[src/rtl/uart_regmap_pkg.sv]
// Shared types and constants for the UART-to-regmap command master.
package uart_regmap_pkg;

    typedef enum logic [2:0] {
        IDLE     = 3'd0,
        GET_ADDR = 3'd1,
        WR_DATA  = 3'd2,
        RD_REQ   = 3'd3,
        RD_SEND  = 3'd4
    } state_t;

    localparam int CMD_RW_BIT  = 7;
    localparam int CMD_LEN_MSB = 6;
    localparam int CMD_LEN_LSB = 0;

    localparam logic [23:0] TIMEOUT_CYCLES_DEFAULT = 24'd1_200_000;

endpackage

[src/rtl/uart_rx_timeout.sv]
// Idle-gap watchdog: counts run cycles since the last clear and flags the
// cycle on which the count reaches TIMEOUT_CYCLES.
module uart_rx_timeout
    import uart_regmap_pkg::*;
#(
    parameter logic [23:0] TIMEOUT_CYCLES = TIMEOUT_CYCLES_DEFAULT
) (
    input  logic clk,
    input  logic rst_n_sync,
    input  logic run,
    input  logic clear,
    output logic expired
);

    localparam logic [23:0] LAST = TIMEOUT_CYCLES - 24'd1;

    logic [23:0] count;

    always_ff @(posedge clk or negedge rst_n_sync) begin
        if (!rst_n_sync) begin
            count <= '0;
        end else if (!run || clear || expired) begin
            count <= '0;
        end else begin
            count <= count + 24'd1;
        end
    end

    // count holds the number of idle cycles already elapsed, so the current
    // cycle is idle cycle count+1
    assign expired = run && !clear && (count == LAST);

endmodule

[src/rtl/uart_regmap_master.sv]
// Decodes read/write burst commands from a UART byte stream into regmap
// strobes. Optional idle-gap abort: define UART_REGMAP_TIMEOUT_EN.
module uart_regmap_master
    import uart_regmap_pkg::*;
#(
    parameter logic [23:0] TIMEOUT_CYCLES = TIMEOUT_CYCLES_DEFAULT
) (
    input  logic       clk,
    input  logic       rst_n_sync,
    input  logic [7:0] rx_data,
    input  logic       rx_valid,
    output logic [7:0] tx_data,
    output logic       tx_valid,
    input  logic       tx_ready,
    output logic [7:0] address,
    output logic       trigger_write_enable,
    output logic [7:0] write_data_in,
    output logic       trigger_read_enable,
    input  logic [7:0] trigger_read_data,
    output logic       busy,
    output logic       timeout_pulse
);

    state_t     state;
    state_t     next_state;
    logic       rd_mode;
    logic [6:0] cnt;
    logic       expired;

`ifdef UART_REGMAP_TIMEOUT_EN
    logic timer_run;

    assign timer_run = (state == GET_ADDR) || (state == WR_DATA);

    uart_rx_timeout #(
        .TIMEOUT_CYCLES(TIMEOUT_CYCLES)
    ) u_timeout (
        .clk        (clk),
        .rst_n_sync (rst_n_sync),
        .run        (timer_run),
        .clear      (rx_valid),
        .expired    (expired)
    );
`else
    assign expired = 1'b0;
`endif

    always_ff @(posedge clk or negedge rst_n_sync) begin
        if (!rst_n_sync) begin
            state <= IDLE;
        end else begin
            state <= next_state;
        end
    end

    // The last write byte returns to IDLE at once so a following command
    // byte arriving during the final strobe cycle is still decoded.
    always_comb begin
        next_state = state;
        case (state)
            IDLE: begin
                if (rx_valid) next_state = GET_ADDR;
            end
            GET_ADDR: begin
                if (expired)       next_state = IDLE;
                else if (rx_valid) next_state = rd_mode ? RD_REQ : WR_DATA;
            end
            WR_DATA: begin
                if (expired)                     next_state = IDLE;
                else if (rx_valid && cnt == 7'd0) next_state = IDLE;
            end
            RD_REQ: begin
                next_state = RD_SEND;
            end
            RD_SEND: begin
                if (tx_ready) next_state = (cnt == 7'd0) ? IDLE : RD_REQ;
            end
            default: begin
                next_state = IDLE;
            end
        endcase
    end

    always_comb begin
        busy                = (state != IDLE);
        trigger_read_enable = (state == RD_REQ);
        timeout_pulse       = expired;
    end

    // cnt holds bytes remaining minus one and saturates at zero
    always_ff @(posedge clk or negedge rst_n_sync) begin
        if (!rst_n_sync) begin
            rd_mode              <= 1'b0;
            cnt                  <= '0;
            address              <= '0;
            write_data_in        <= '0;
            trigger_write_enable <= 1'b0;
            tx_data              <= '0;
            tx_valid             <= 1'b0;
        end else begin
            trigger_write_enable <= 1'b0;
            if (trigger_write_enable) address <= address + 8'd1;
            case (state)
                IDLE: begin
                    if (rx_valid) begin
                        rd_mode <= rx_data[CMD_RW_BIT];
                        cnt     <= rx_data[CMD_LEN_MSB:CMD_LEN_LSB];
                    end
                end
                GET_ADDR: begin
                    if (rx_valid) address <= rx_data;
                end
                WR_DATA: begin
                    if (rx_valid) begin
                        write_data_in        <= rx_data;
                        trigger_write_enable <= 1'b1;
                        if (cnt != 7'd0) cnt <= cnt - 7'd1;
                    end
                end
                RD_REQ: begin
                    tx_data  <= trigger_read_data;
                    tx_valid <= 1'b1;
                end
                RD_SEND: begin
                    if (tx_ready) begin
                        tx_valid <= 1'b0;
                        address  <= address + 8'd1;
                        if (cnt != 7'd0) cnt <= cnt - 7'd1;
                    end
                end
                default: begin
                end
            endcase
        end
    end

endmodule

[config.mk]
export PLATFORM = sky130hd
export DESIGN_NAME = uart_regmap_master
export DESIGN_NICKNAME = d
export VERILOG_FILES = /design/src/rtl/uart_regmap_pkg.sv /design/src/rtl/uart_rx_timeout.sv /design/src/rtl/uart_regmap_master.sv
export SDC_FILE = /design/constraint.sdc
export NUM_CORES = 1
export LEC_CHECK = 0
export ABC_AREA = 1
export CAP_MARGIN = 10
export CORE_MARGIN = 5
export CORE_UTILIZATION = 50
export DETAILED_ROUTE_END_ITERATION = 12
export PLACE_DENSITY = 0.79
export SLEW_MARGIN = 5
export SYNTH_ARGS = -nofsm -noshare
export SYNTH_HDL_FRONTEND = slang
export SYNTH_SLANG_ARGS = --single-unit
[constraint.sdc]
create_clock -name clk -period 1.83 [get_ports clk]
set_clock_uncertainty 0.1 [all_clocks]
set_input_delay 0.183 -clock clk [delete_from_list [all_inputs] [get_ports clk]]
set_output_delay 0.183 -clock clk [all_outputs]
set_load 0.02 [all_outputs]
-- Word level (Yosys, flattened, before mapping)
Index checks and enable logic that the tools add are counted.
- register bits after elaboration: 37
- latch bits: 0
- memory bits (writable): 0
- bits in read-only memories: 0
- input port bits: 20
- output and inout port bits: 29
- logic and storage cells: 51
- memories kept: 0
- add/sub/neg operators: 2
- multiply operators: 0
- divide/modulo/power cells: 0
- $lt $le $gt $ge: 0
- equality and inequality tests: 9
- shift-type cells: 0
- mux-type cells: 20
- bitwise gates (word level): 0
- reduce and logical (&&, ||, !) cells: 12
- operators by type and width (kind ; count):
    $mux W7 ; 4
    $mux W8 ; 3
    $pmux W7 S3 ; 1
    $pmux W8 S2 ; 1
    $pmux W3 S5 ; 1
    $mux W3 ; 4
    $ne A2 B2 Y1 const B ; 5
    $add A8 B1 Y8 const B ; 1
    $reduce_and A4 Y1 ; 2
    $logic_not A7 Y1 ; 1
    $reduce_bool A7 Y1 ; 1
    $sub A7 B1 Y7 const B ; 1
    $eq A3 B2 Y1 const B ; 2
    $reduce_and A2 Y1 ; 3
    $reduce_bool A3 Y1 ; 2
    $mux W1 ; 4
    $eq A3 B1 Y1 const B ; 1
    $eq A3 B3 Y1 const B ; 1
    $logic_not A3 Y1 ; 1
    $mux W2 ; 1
    $pmux W1 S2 ; 1
    $reduce_bool A2 Y1 ; 1
    $logic_and A1 B1 Y1 ; 1

-- Depth between registers and ports, before layout
Gate-level depths: netlist of run 1.
- depth after elaboration: 4
- mapped depth: 10
- gate-level depth less buffers: 10

-- Least setup slack after synthesis of run 1
No wires, ideal clock.
- path type: reg2reg
- start point: reg cnt[0]
- end point: reg cnt[2]
- library setup time: 0.118 ns
- arrival: 1.316 ns
- required time: 1.612 ns
- slack: 0.296 ns
- stages on the path, launching flop included: 11
- path buffers: 1
- period minus slack after synthesis: 1.534 ns
- cells stage by stage: dfrtp_1 > inv_1 > ha_1 > nand2_1 > nor2_1 > nand2_1 > nor2_2 > nor2_4 > buf_6 > nand2_1 > o21ai_2
- word-level cells in the longest chain between the ends: 4
- elaborated cells between the ends (all ways): 6
- those cells by class: 1 x add/sub; 4 x mux; 1 x reduce/logical
- RTL lines (element ; RTL line ; source):
    start, declared ; uart_regmap_master.sv:27 ; logic [6:0] cnt;
    start signal, assigned ; uart_regmap_master.sv:107 ; cnt <= rx_data[CMD_LEN_MSB:CMD_LEN_LSB];
    start signal, assigned ; uart_regmap_master.sv:117 ; if (cnt != 7'd0) cnt <= cnt - 7'd1;
    start signal, assigned ; uart_regmap_master.sv:128 ; if (cnt != 7'd0) cnt <= cnt - 7'd1;
    $sub A7 B1 Y7 / $reduce_bool A7 Y1 (equally long branches) ; uart_regmap_master.sv:117, uart_regmap_master.sv:128 ;
    $mux W7 (*) ; uart_regmap_master.sv:117, uart_regmap_master.sv:128 ;
    $mux W7, on equally long branches ; uart_regmap_master.sv:125, uart_regmap_master.sv:114 ;
    $pmux W7 S3 (*) ; uart_regmap_master.sv:103 ; case (state)
Every way passes the cells marked *; elsewhere a longest branch is shown, timed or not. The select of a mux whose other input is x is not followed.
A chain may end at the register's enable or synchronous reset.

-- Worst setup path in the final report of run 1
- start point: reg state[1]
- end point: out busy
- word-level cells in the longest chain between the ends: 1
- RTL lines (element ; RTL line ; source):
    start, declared ; uart_regmap_master.sv:24 ; state_t state;
    start signal, assigned ; uart_regmap_master.sv:52 ; state <= next_state;
    $reduce_bool A3 Y1 ; uart_regmap_master.sv:85 ; busy = (state != IDLE);
    end, declared ; uart_regmap_master.sv:20 ; output logic busy,
No other way between the ends.

==> impl_metrics.yaml, run 1 <==
routing:
  remaining_drc_errors: 0
  num_vias: 2006
  ant_nets: 0
  wl_per_cell_um: 12.7
  vias_per_cell: 4.98
  routed_wl_um: 5110
  drt_iter0_drc: 146
  dr.pass1.iters: 4
yosys:
  syn_inst: 292
  ys_seq_area_frac: 0.427
  syn_area_sq_um: 2170
  ys_warn_count: 0
  synth-seq-cells: 37
  ys_types: 27
  avgSynthCellArea_sq_um: 7.43
  syn_nets: 315
cells_and_area:
  multi_input_area_sq_um: 1040
  n_fill_cell: 364
  syn2layout_area_growth_pct: 32.1
  seq_area_sq_um: 927
  nNetsFinal: 373
  antenna_cells_inserted: 0
  drive_above_1_share: 0.142
  fin_cells: 403
clocking:
  htree_num_levels: 2
  numCtsBuffers: 5
  path_clk_slew_ps: 80
  cts_buffer_depth: 2
  clk_latency_ps: 290
  cts.sinks: 37
  clockRootBuffer: "clkbuf_8"
  cts_tree: "built"
power:
  p_total_w: 0.00522
  leakage_nw: 1.45
  ir_drop_v: 0.00101
  power.density_nw_per_um2: 1820
grt:
  grt_max_degree: 38
  track_usage: 0.196
  grt-ovfl-total: 0
  grt_pass1_vias: 1879
  antenna_found_initial: 0
  grt_pass1_wl_um: 8580
job:
  drv_cap: 0
worst_setup_path:
  crit_type: "reg2out"
  reg2reg_to: "cnt[0]$_DFFE_PN0P_"
  critical_path.max_fanout: 5
  worst_ep_arrival_time_ps: 1460
  r2r_slack_ps: 180
  worstSetupStartpoint: "state[1]$_DFFE_PN0P_"
  start_kind: "flip-flop"
  crit_family: "flip-flops"
  cp_slowest_stage_delay_ps: 440
  reg2reg_from: "cnt[1]$_DFFE_PN0P_"
  critical_path_buf_inv_count: 3
  cp.required_ps: 1550
  end_kind: "output pin"
  crit_top_cell: "inv_1"
  crit_chain: "nor2_4, inv_1, nor2_1, inv_1, dlygate4sd2_1"
  cp_slowest_cell: "dfrtp_2"
  r2r_cells: 10
timing:
  hold_viol_final: 0
  clock.fmax_ghz: 0.573
  finalSetupViolations: 0
  post-route-min-period_ps: 1740
  final-max-slew-violation-count: 0
  finalCritPeriodShare: 0.953
placed_design:
  placed_cells: 393
  routabilityCongestion: 0.844
  port_buffers: 47
  place_hpwl_um: 3820
floorplan:
  start_util: 0.505
  boundaryPins: 49
  rows: 24
  coreArea_sq_um: 4290
  die_y_um: 75.9
  die_x_um: 75.9
  dieArea_sq_um: 5760
min_path:
  hp-class: "in2async"
run_status:
  status: "finished clean"
-- routing by layer --
metal	share of wire	vias up	track usage
met1	0.42	901	0.248
met3	0.061	13	0.0435
met5	0	-	0
li1	-	1033	-
met4	0.026	0	0.0699
met2	0.49	59	0.330
-- synthesized netlist by cell type, drive strengths merged --
cell type	count	area (sq um)
a21oi	6	30.0
buf	4	35.0
clkbuf	1	3.75
conb	1	3.75
dfrtp	37	926
ha	3	37.5
inv	43	164
nand2	102	398
nand3	32	190
nor2	27	131
o211ai	3	22.5
o21ai	26	175
o21bai	1	7.51
o22ai	2	12.5
or2	1	6.26
xnor2	1	8.76
xor2	2	17.5
-- sequential cells by signal, indices dropped and copies added, names as in the netlist --
name and flops:
address 8, cnt 7, rd_mode 1, state 3
trigger_write_enable 1, tx_data 8, tx_valid 1, write_data_in 8
-- report_power, final --
group	switching (W)	total [W]	leakage (nW)	internal, W
registers	0.000303	0.00151	0.459	0.00121
clock network	0.000310	0.000753	0.0574	0.000443
logic	0.00170	0.00296	0.929	0.00126
-- placed cells by master, fill, tap and decap left out, drive strengths merged --
| cell | count |
|---|---|
| buf | 9 |
| bufinv | 1 |
| o21ai | 26 |
| nor2 | 27 |
| dlygate4sd2 | 2 |
| xor2 | 2 |
| o211ai | 3 |
| clkbuf | 6 |
| a21oi | 6 |
| nand2 | 102 |
| ha | 3 |
| nand3 | 32 |
| clkdlybuf4s50 | 45 |
| xnor2 | 1 |
| dfrtp | 37 |
| conb | 1 |
| or2 | 1 |
| o22ai | 2 |
| o21bai | 1 |
| inv | 43 |
| clkinvlp | 1 |
-- area by class of cell --
class	instances	share of cell area
multi-input combinational	207	0.363
clock buffer	6	0.0288
inverter	43	0.0572
tap	52	0.0227
timing repair buffer	56	0.191
sequential	37	0.324
clock inverter	2	0.0131
-- stage by stage --
stage	util	setup TNS (ps)	hold WS (ps)	setup slack, ps	area [sq um]
4_1_cts	0.664	0	258	86.2	2850
6_report	0.667	0	227	85.8	2870
5_1_grt	0.667	-23.7	266	-23.7	2870
3_3_place_gp	0.636	0	355	161	2730
3_5_place_dp	0.636	0	359	149	2730
2_1_floorplan	-	0	-213	296	2170
-- worst register-to-register path: stages (launching register included) --
cell	delay [ps]
dfrtp_1	390
inv_1	120
ha_1	180
nand2_1	60
nor2_1	80
nand2_1	140
nor2_2	160
nor2_4	50
buf_12	140
nand2_1	70
o21ai_2	50
-- repair_timing --
action	in CTS	in global routing
gates resized for setup	3	0
hold buffers	0	0
setup endpoints to repair	2	3
pin swaps	0	1
setup buffers	0	2
endpoints found under the hold margin	0	0
-- how the worst max path moves through the flow --
stage / endpoint / slack, ps / depth (start not counted)
floorplan: cnt[2]$_DFFE_PN0P_ / 300 / 10
global placement: busy / 160 / 5
detailed placement: cnt[2]$_DFFE_PN0P_ / 150 / 8
CTS: busy / 90 / 5
global route: busy / -20 / 5
finish: busy / 90 / 5
-- kinds of logic (layout without fill, tap and decap cells) --
| group | after synthesis | after routing | share of synthesized area |
|---|---|---|---|
| other | 1 | 1 | 0.00173 |
| XOR/XNOR | 3 | 3 | 0.0121 |
| buffers and inverters | 48 | 107 | 0.0934 |
| flip-flops | 37 | 37 | 0.427 |
| adder cells (fa/ha/maj) | 3 | 3 | 0.0173 |
| AND/OR/NAND/NOR | 162 | 162 | 0.334 |
| AO/OA/AOI/OAI | 38 | 38 | 0.114 |
Note: power is estimated with default switching activity, not from simulation.
==> run 2: changes to the inputs <==
CORE_UTILIZATION = 45   (was 50)
PLACE_DENSITY = 0.76   (was 0.79)
clock period = 1.5 ns   (was 1.83 ns; I/O delays follow)
==> impl_metrics.yaml, run 2 (same netlist as run 1, synthesis figures left out) <==
run_status:
  status: "finished with violations"
  violations: "setup timing"
worst_setup_path:
  cp_slowest_cell: "dfrtp_1"
  critical_path.max_fanout: 4
  reg2reg_to: "state[1]$_DFFE_PN0P_"
  crit_top_cell: "nand2_2"
  end_kind: "flip-flop"
  critical_path_buf_inv_count: 2
  r2r_slack_ps: -20
  crit_family: "flip-flops"
  start_kind: "flip-flop"
  reg2reg_from: "cnt[0]$_DFFE_PN0P_"
  crit_type: "reg2reg"
  crit_chain: "inv_2, ha_4, nand2_2, nor2_2, nand2_2, buf_4, a21oi_1, o21ai_2"
  r2r_cells: 8
  worst_ep_arrival_time_ps: 1590
  cp.required_ps: 1570
  cp_slowest_stage_delay_ps: 380
timing:
  post-route-min-period_ps: 1520
  rsz0062_at_grt: "yes"
  finalCritPeriodShare: 1.01
  finalSetupViolations: 7
  layout_setup_ws_ps: -21.8
  hold_viol_final: 0
  clock.fmax_ghz: 0.657
  final-max-slew-violation-count: 0
job:
  drv_cap: 0
floorplan:
  dieArea_sq_um: 6310
  rows: 25
  die_x_um: 79.4
  start_util: 0.462
  boundaryPins: 49
  coreArea_sq_um: 4690
  die_y_um: 79.4
cells_and_area:
  final_cell_mix: "87 x nand2_1, 34 x dfrtp_1, 32 x inv_1"
  n_fill_cell: 367
  final_common_cell: "nand2_1"
  syn2layout_area_growth_pct: 48.9
  fin_util: 0.689
  antenna_cells_inserted: 0
  fin_cells: 430
  nNetsFinal: 398
  reg_top3: "address x8, tx_data x8, write_data_in x8"
  multi_input_area_sq_um: 1220
  final_area_sq_um: 3230
  drive_above_1_share: 0.301
  seq_area_sq_um: 930
routing:
  routed_wl_um: 6070
  remaining_drc_errors: 0
  vias_per_cell: 5.11
  drt_iter0_drc: 123
  wl_per_cell_um: 14.1
  num_vias: 2198
  dr.pass1.iters: 5
  ant_nets: 0
power:
  power.density_nw_per_um2: 2210
  p_total_w: 0.00715
  leakage_nw: 1.70
  ir_drop_v: 0.00106
placed_design:
  placed_cells: 411
  place_hpwl_um: 4060
  port_buffers: 47
  routabilityCongestion: 0.857
  dpl_cell_area_sq_um: 2870
  dp_slack_ps: -86.6
clocking:
  path_clk_slew_ps: 80
  clk_latency_ps: 290
  clockRootBuffer: "clkbuf_8"
  cts.sinks: 37
  htree_num_levels: 2
  numCtsBuffers: 5
  cts_buffer_depth: 2
  cts_tree: "built"
grt:
  grt_pass1_vias: 1920
  grt_pass1_wl_um: 8700
  track_usage: 0.176
  antenna_found_initial: 0
  grt_max_degree: 21
  grt-ovfl-total: 0
min_path:
  hp-class: "in2async"
## run 2: cell types whose count changed in the layout (fill, tap and decap cells not counted), moves of 6 or more
cell,delta
clkdlybuf4s50_1,-27
inv_1,-6
o21ai_1,+7
nand2_2,+10
o21ai_0,-10
nand2_1,-13
buf_4,+17
dlygate4sd2_1,+20
nor2_1,-6
## run 2: repair_timing
action,CTS,global route
setup endpoints to repair,32,30
setup buffers,1,8
pin swaps,4,15
gates resized for setup,37,62
cloned,0,1
hold buffers,1,0
hold endpoints to repair,17,0
## run 2: worst max path at each step
stage                                   from              endpoint  slack [ps]  depth (start not counted)
after floorplan           cnt[1]$_DFFE_PN0P_    cnt[2]$_DFFE_PN0P_           9                         10
after global placement              rx_valid    cnt[1]$_DFFE_PN0P_         -60                          8
after detailed placement            rx_valid  state[1]$_DFFE_PN0P_         -90                          7
after CTS                 cnt[1]$_DFFE_PN0P_  state[1]$_DFFE_PN0P_          -1                          8
after global routing      cnt[1]$_DFFE_PN0P_  state[1]$_DFFE_PN0P_        -110                          9
final                     cnt[0]$_DFFE_PN0P_  state[1]$_DFFE_PN0P_         -20                          8
## run 2: through the flow
stage	TNS, ps	hold WS [ps]
6_report	-84.6	236
3_3_place_gp	-455	13.0
2_1_floorplan	0	-246
3_5_place_dp	-638	19.5
4_1_cts	-1.11	246
5_1_grt	-1130	283
## run 2: metal layers
layer  up-vias  global-route usage  part of all wire
met5         -                   0                 0
met2        84               0.279              0.49
met3        14              0.0327             0.055
li1       1083                   -                 -
met4         0              0.0722             0.024
met1      1017               0.237              0.43
## run 2: worst register-to-register path, cell delays in order, from the launching register on
cell     delay (ps)
dfrtp_1         380
inv_2            90
ha_4            130
nand2_2          40
nor2_2          110
nand2_2          90
buf_4           160
a21oi_1         190
o21ai_2         110
## run 2: layout make-up
class	count	share of cell area
inverters	43	0.0523
flip-flops and latches	37	0.288
clock buffers	6	0.0225
multi-input cells	207	0.377
clock inverters	2	0.00310
repair buffers	81	0.236
well taps	54	0.0209
## run 2: power by group
group	switching (W)	leakage, nW	internal, W
registers	0.000376	0.457	0.00148
logic	0.00261	1.20	0.00199
clock network	0.000368	0.0450	0.000322
total	0.00335	1.70	0.00379
